File: src/rtl/fft_pkg.sv
// Constants shared by the 32-point SDF FFT pipeline (delay lines, butterflies, output reorder).
package fft_pkg;

  localparam int FFT_N     = 32;
  localparam int FFT_LOG2N = 5;
  localparam int FFT_WIDTH = 15;

  function automatic logic [FFT_LOG2N-1:0] bitrev(input logic [FFT_LOG2N-1:0] a);
    logic [FFT_LOG2N-1:0] r;
    r = '0;
    for (int i = 0; i < FFT_LOG2N; i++) begin
      r[i] = a[FFT_LOG2N-1-i];
    end
    return r;
  endfunction

endpackage

File: src/rtl/fft_bitrev_reorder_if.sv
// Stream bundle around the reorder buffer: producer side in, consumer side out with valid/ready.
interface fft_bitrev_reorder_if
  import fft_pkg::*;
#(
  parameter int WIDTH = FFT_WIDTH
);

  logic             in_valid;
  logic [WIDTH-1:0] in_r;
  logic [WIDTH-1:0] in_i;
  logic             out_valid;
  logic             out_ready;
  logic [WIDTH-1:0] out_r;
  logic [WIDTH-1:0] out_i;
  logic             out_last;
  logic             overflow;

  modport master (
    output in_valid, in_r, in_i, out_ready,
    input  out_valid, out_r, out_i, out_last, overflow
  );

  modport slave (
    input  in_valid, in_r, in_i, out_ready,
    output out_valid, out_r, out_i, out_last, overflow
  );

endinterface

File: src/rtl/fft_pingpong_bank.sv
// One frame of complex samples: synchronous write port, asynchronous read port, no reset on storage.
module fft_pingpong_bank
  import fft_pkg::*;
#(
  parameter int N     = FFT_N,
  parameter int LOG2N = FFT_LOG2N,
  parameter int DW    = 2 * FFT_WIDTH
) (
  input  logic             clk,
  input  logic             we,
  input  logic [LOG2N-1:0] waddr,
  input  logic [DW-1:0]    wdata,
  input  logic [LOG2N-1:0] raddr,
  output logic [DW-1:0]    rdata
);

  logic [DW-1:0] mem [N];

  always_ff @(posedge clk) begin
    if (we) begin
      mem[waddr] <= wdata;
    end
  end

  assign rdata = mem[raddr];

endmodule

File: src/rtl/fft_bitrev_reorder.sv
// Ping-pong reorder buffer: frames arrive in bit-reversed order and leave in natural order.
module fft_bitrev_reorder
  import fft_pkg::*;
#(
  parameter int N     = FFT_N,
  parameter int LOG2N = FFT_LOG2N,
  parameter int WIDTH = FFT_WIDTH
) (
  input  logic                 clk,
  input  logic                 rst_n,
  fft_bitrev_reorder_if.slave  bus
);

  localparam logic [LOG2N-1:0] LAST = LOG2N'(N - 1);

  logic [LOG2N-1:0] wcnt;
  logic [LOG2N-1:0] rcnt;
  logic             wbank;
  logic             rbank;
  logic [1:0]       full;
  logic             overflow;

  logic             wr_ok;
  logic             wr_done;
  logic             rd_fire;
  logic             rd_done;
  logic [LOG2N-1:0] waddr;
  logic [2*WIDTH-1:0] wdata;
  logic [2*WIDTH-1:0] rdata [2];
  logic [2*WIDTH-1:0] rsel;

  // The write-side check uses the registered flag, so a bank freed this cycle still rejects input.
  assign wr_ok   = bus.in_valid && !full[wbank];
  assign wr_done = wr_ok && (wcnt == LAST);
  assign rd_fire = full[rbank] && bus.out_ready;
  assign rd_done = rd_fire && (rcnt == LAST);
  assign waddr   = bitrev(wcnt);
  assign wdata   = {bus.in_r, bus.in_i};

  for (genvar b = 0; b < 2; b++) begin : g_bank
    fft_pingpong_bank #(
      .N     (N),
      .LOG2N (LOG2N),
      .DW    (2 * WIDTH)
    ) u_bank (
      .clk   (clk),
      .we    (wr_ok && (wbank == 1'(b))),
      .waddr (waddr),
      .wdata (wdata),
      .raddr (rcnt),
      .rdata (rdata[b])
    );
  end

  always_ff @(posedge clk or negedge rst_n) begin
    if (!rst_n) begin
      wcnt     <= '0;
      wbank    <= 1'b0;
      overflow <= 1'b0;
    end else begin
      if (wr_ok) begin
        wcnt <= wcnt + 1'b1;
        if (wcnt == LAST) begin
          wbank <= ~wbank;
        end
      end
      if (bus.in_valid && full[wbank]) begin
        overflow <= 1'b1;
      end
    end
  end

  always_ff @(posedge clk or negedge rst_n) begin
    if (!rst_n) begin
      rcnt  <= '0;
      rbank <= 1'b0;
    end else if (rd_fire) begin
      rcnt <= rcnt + 1'b1;
      if (rcnt == LAST) begin
        rbank <= ~rbank;
      end
    end
  end

  // A completing write and a completing read always target different banks.
  always_ff @(posedge clk or negedge rst_n) begin
    if (!rst_n) begin
      full <= 2'b00;
    end else begin
      if (rd_done) begin
        full[rbank] <= 1'b0;
      end
      if (wr_done) begin
        full[wbank] <= 1'b1;
      end
    end
  end

  // Gate data with valid so outputs are deterministic zero while no frame is ready.
  assign rsel          = rdata[rbank];
  assign bus.out_valid = full[rbank];
  assign bus.out_r     = full[rbank] ? rsel[2*WIDTH-1:WIDTH] : '0;
  assign bus.out_i     = full[rbank] ? rsel[WIDTH-1:0] : '0;
  assign bus.out_last  = full[rbank] && (rcnt == LAST);
  assign bus.overflow  = overflow;

endmodule

File: src/flat_wrapper.sv
// flat-port wrapper written by rule: the top's interface ports become plain ports
module fft_bitrev_reorder_flat import fft_pkg::*;
#(
  parameter int N     = FFT_N,
  parameter int LOG2N = FFT_LOG2N,
  parameter int WIDTH = FFT_WIDTH
)
  (clk, rst_n, bus_in_valid, bus_in_r, bus_in_i, bus_out_ready, bus_out_valid, bus_out_r, bus_out_i, bus_out_last, bus_overflow);
  fft_bitrev_reorder_if #(.WIDTH(WIDTH)) bus_i ();
  input  logic clk;
  input  logic rst_n;
  input wire logic [$bits(bus_i.in_valid)-1:0] bus_in_valid;
  input wire logic [$bits(bus_i.in_r)-1:0] bus_in_r;
  input wire logic [$bits(bus_i.in_i)-1:0] bus_in_i;
  input wire logic [$bits(bus_i.out_ready)-1:0] bus_out_ready;
  output wire logic [$bits(bus_i.out_valid)-1:0] bus_out_valid;
  output wire logic [$bits(bus_i.out_r)-1:0] bus_out_r;
  output wire logic [$bits(bus_i.out_i)-1:0] bus_out_i;
  output wire logic [$bits(bus_i.out_last)-1:0] bus_out_last;
  output wire logic [$bits(bus_i.overflow)-1:0] bus_overflow;
  assign bus_i.in_valid = bus_in_valid;
  assign bus_i.in_r = bus_in_r;
  assign bus_i.in_i = bus_in_i;
  assign bus_i.out_ready = bus_out_ready;
  assign bus_out_valid = bus_i.out_valid;
  assign bus_out_r = bus_i.out_r;
  assign bus_out_i = bus_i.out_i;
  assign bus_out_last = bus_i.out_last;
  assign bus_overflow = bus_i.overflow;
  fft_bitrev_reorder #(.N(N), .LOG2N(LOG2N), .WIDTH(WIDTH)) u_core (.clk(clk), .rst_n(rst_n), .bus(bus_i));
endmodule
File: config.mk
export PLATFORM = sky130hd
export DESIGN_NAME = fft_bitrev_reorder_flat
export DESIGN_NICKNAME = d
export VERILOG_FILES = /design/src/rtl/fft_pkg.sv /design/src/rtl/fft_bitrev_reorder_if.sv /design/src/rtl/fft_pingpong_bank.sv /design/src/rtl/fft_bitrev_reorder.sv /design/src/flat_wrapper.sv
export SDC_FILE = /design/constraint.sdc
export NUM_CORES = 2
export LEC_CHECK = 0
export BUFFER_PORTS_ARGS = -buffer_cell sky130_fd_sc_hd__buf_2
export CORE_UTILIZATION = 63
export CTS_CLUSTER_SIZE = 16
export DETAILED_ROUTE_END_ITERATION = 7
export PLACE_DENSITY = 0.79
export SYNTH_ARGS = -nofsm -noshare
export SYNTH_HDL_FRONTEND = slang
export SYNTH_SLANG_ARGS = --single-unit
File: constraint.sdc
create_clock -name clk -period 3.6 [get_ports clk]
set_clock_uncertainty 0.1 [all_clocks]
set_input_delay 0.36 -clock clk [delete_from_list [all_inputs] [get_ports clk]]
set_output_delay 0.36 -clock clk [all_outputs]
set_load 0.01 [all_outputs]
==> run metrics <==
Seq/Total Area, Yosys 78.0%; min Tclk post-route 3920 ps; WS Path Type register to primary output; DP HPWL 109000 µm; Critical Path RT 3140 ps; Worst Tran Pin Value 1360 ps; hold path start bus_in_i[6]; Pre-Repair DR Iteration Count 6; Via-to-Cell Ratio 7.56; Initial DRC Count 7264; initial core utilization 63.7%; Period Utilization, post-route 109%; reg2reg start u_core.rcnt[3]$_DFFE_PN0P_; RSZ-0062 raised after global routing true; YS warnings 0; Slew Limit Fails 0; # DRC 0; CTS tree built; CP endpoint kind primary output; R2R setup slack 440 ps; VDD IR-drop max 0.000648 V; syn_nets 3623; vias 42739; FF-to-FF End u_core.full[1]$_DFF_PN0_; Hold Crit Class input port to register; Yosys cell types 43; final worst setup slack -320 ps; ANT nets after route 0; Std-Cell Rows 125; CTS Buf Count 182; vias in the first global route 41886; Core ar. 117000 µm²; Setup WS pre-CTS 11.4 ps; status finished, violations left; post-layout net count 4013; Die Area 119000 µm²; Hold Path Depth 1; initial antenna violation count 20; CP arrival 3460 ps; CTS Sinks 1935; Congestion Overflow GR 0; Clock Pin Slew Worst Setup and Hold Paths 70 ps; Netlist Area Pre-Place 74400 µm²; fmax 255 MHz; worst-path maximum fanout 22; critical path's largest stage delay 550 ps; WHS 73.4 ps; Critical path buffers and inverters 4; Die W 346 µm; io pins 67; share of layout cells above drive strength 1 32.1%; Root Buffer clkbuf_16; wire per inst 40.7 µm; final hold vios 0; Relative slew margins 9.64%; first-pass GRT wire length 306000 µm; Mapped Cells 3580; Critical-path top delay cell dfrtp_4; CP delay by family, top buffers and inverters; Crit. path cell count 8; maximum clock insertion buffer count 3; die height 346 µm; Finish-stage setup viols 31; Power Density 715 nW/µm²; final wirelength 230000 µm; Yosys reg bits 1935; CP cell instances nor2b_4, buf_12, buf_12, buf_6, a21oi_2, o21ai_2, a32o_2, buf_6; # port buffers 66; violated checks negative setup slack; syn avg cell area 20.8 µm²; Startpoint Class register; Layout area overhead 19.0%; Worst R2R Path Depth 8; Total Routing Usage GR 36.9%; latest clock arrival within the worst-skew pair 810 ps; Clock H-tree levels 4; Leakage Power 0.0286 µW; Max-cap violations 0; largest net degree at the start of global routing 71; routability cong. 0.885; FILL cells 5458; Worst Hold End u_core.g_bank[0].u_bank.mem[30][6]$_DFFE_PP_
==> flip-flops by register name (all words and copies together) (netlist names) <==
signal / flops
u_core.wbank: 1
u_core.rcnt: 5
u_core.wcnt: 5
u_core.full: 2
u_core.rbank: 1
u_core.g_bank.u_bank.mem: 1920
u_core.bus.overflow: 1
==> what timing repair did <==
| item | CTS | global route |
|---|---|---|
| cloned | 38 | 7 |
| buffers inserted | 52 | 25 |
| resized for setup | 427 | 169 |
| hold buffers | 5 | 0 |
| endpoints found under the hold margin | 27 | 0 |
| pin swaps | 104 | 63 |
| setup endpoints to repair | 30 | 31 |
==> kinds of logic (layout without fill, tap and decap cells) <==
| family | Yosys count | in the layout | synth area share [%] |
|---|---|---|---|
| and+or+nand+nor | 162 | 162 | 0.876 |
| other | 0 | 13 | 0 |
| muxes | 755 | 755 | 14.7 |
| xor gates and xnor gates | 5 | 5 | 0.0589 |
| AOI/OAI and AO/OA | 497 | 497 | 4.55 |
| buffers and inverters | 217 | 754 | 1.64 |
| adders and majority gates | 9 | 9 | 0.151 |
| DFF | 1935 | 1935 | 78.0 |
==> layout make-up <==
cell class | count | area (µm²) | share of cell area, %
antenna | 13 | 32.5 | 0.0367
sequential | 1935 | 58000 | 65.6
timing repair buffer | 416 | 5250 | 5.93
clock inverter | 99 | 898 | 1.01
tap | 1524 | 1910 | 2.15
clock buffer | 232 | 4830 | 5.45
inverter | 7 | 27.5 | 0.0311
multi-input combinational | 1428 | 17500 | 19.8
==> per-stage QoR <==
step | setup TNS (ps) | cell area, µm² | power (µW) | utilization [%] | instances
floorplan | 0 | 74400 | 34800 | - | 3580
finish | -6110 | 88500 | 63300 | 75.9 | 5654
detailed placement | 0 | 78300 | 39100 | 67.1 | 5190
global placement | -52.4 | 78300 | 38800 | 67.1 | 5190
CTS | -3050 | 87300 | 61100 | 74.8 | 5614
global route | -6510 | 88500 | 64400 | 75.9 | 5643
==> routing by layer <==
layer  track usage (%)  up-vias  part of all wire (%)
met3              11.6      958                    15
met2              56.2     4443                    47
met5             0.680        -                 0.047
met4              23.5       18                   7.3
met1              46.4    21519                    31
li1                  -    15801                     -
==> synth_stat cells <==
cell / number / area, µm²
clkbuf_1: 100 / 375
nand2_1: 71 / 267
buf_6: 31 / 349
nand3b_1: 1 / 7.51
a32o_1: 18 / 180
ha_1: 9 / 113
buf_2: 45 / 225
o21bai_1: 1 / 7.51
edfxtp_1: 1920 / 57700
xnor2_1: 4 / 35.0
nor4_1: 1 / 6.26
nand4_1: 1 / 6.26
mux4_2: 270 / 6080
nor2b_1: 6 / 37.5
dfrtp_1: 15 / 375
buf_8: 1 / 15.0
mux2_2: 4 / 45.0
a211oi_1: 60 / 450
a31oi_1: 2 / 12.5
nand3_1: 5 / 25.0
buf_4: 27 / 203
o22ai_1: 60 / 375
o32ai_1: 1 / 8.76
nor2_1: 71 / 267
and3_1: 2 / 12.5
o31ai_1: 1 / 7.51
xor2_1: 1 / 8.76
buf_1: 6 / 22.5
mux2i_1: 481 / 4810
o221ai_1: 59 / 517
and2_1: 2 / 12.5
a221oi_1: 60 / 526
a22oi_1: 30 / 225
nand2b_1: 1 / 6.26
o21ai_0: 72 / 360
a22o_1: 11 / 96.3
nor3_1: 1 / 5.00
inv_1: 6 / 22.5
o21ai_1: 20 / 100
a211o_1: 1 / 8.76
a21o_1: 1 / 7.51
a21oi_1: 100 / 500
inv_2: 1 / 3.75
==> cells in the final DEF (no fill, tap or decap), types with 25 or more instances in the layout <==
master,n
a221oi_1,34
a21oi_1,31
buf_12,45
buf_4,191
buf_16,52
mux4_2,270
nand2_1,52
edfxtp_1,1920
a22oi_1,30
a21oi_2,45
a221oi_2,25
mux2i_2,39
mux2i_1,421
o21ai_2,36
o21ai_1,33
clkinv_2,31
clkbuf_16,193
buf_2,47
clkbuf_1,46
clkinv_1,36
o221ai_1,44
o22ai_1,56
buf_6,51
nor2_4,65
a211oi_2,37
==> where the power goes <==
group          switching, µW  total, µW  internal [µW]  leakage (µW)
registers                326      25900          25600        0.0175
clock network           8470      19000          10500       0.00280
logic                   9970      18400           8430       0.00840
total                  18800      63300          44500        0.0286
==> how the worst max path moves through the flow <==
| stage | start | endpoint | slack (ps) |
|---|---|---|---|
| detailed placement | u_core.rcnt[0]$_DFFE_PN0P_ | bus_out_r[1] | 10 |
| global route | u_core.rcnt[0]$_DFFE_PN0P_ | bus_out_i[4] | -310 |
| finish | u_core.rcnt[3]$_DFFE_PN0P_ | bus_out_i[4] | -320 |
| floorplan | bus_in_valid | u_core.g_bank[0].u_bank.mem[15][0]$_DFFE_PP_ | 720 |
| CTS | u_core.rcnt[0]$_DFFE_PN0P_ | bus_out_r[1] | -150 |
| global placement | u_core.rcnt[0]$_DFFE_PN0P_ | bus_out_r[1] | -50 |
Note: power is estimated with default switching activity, not from simulation.
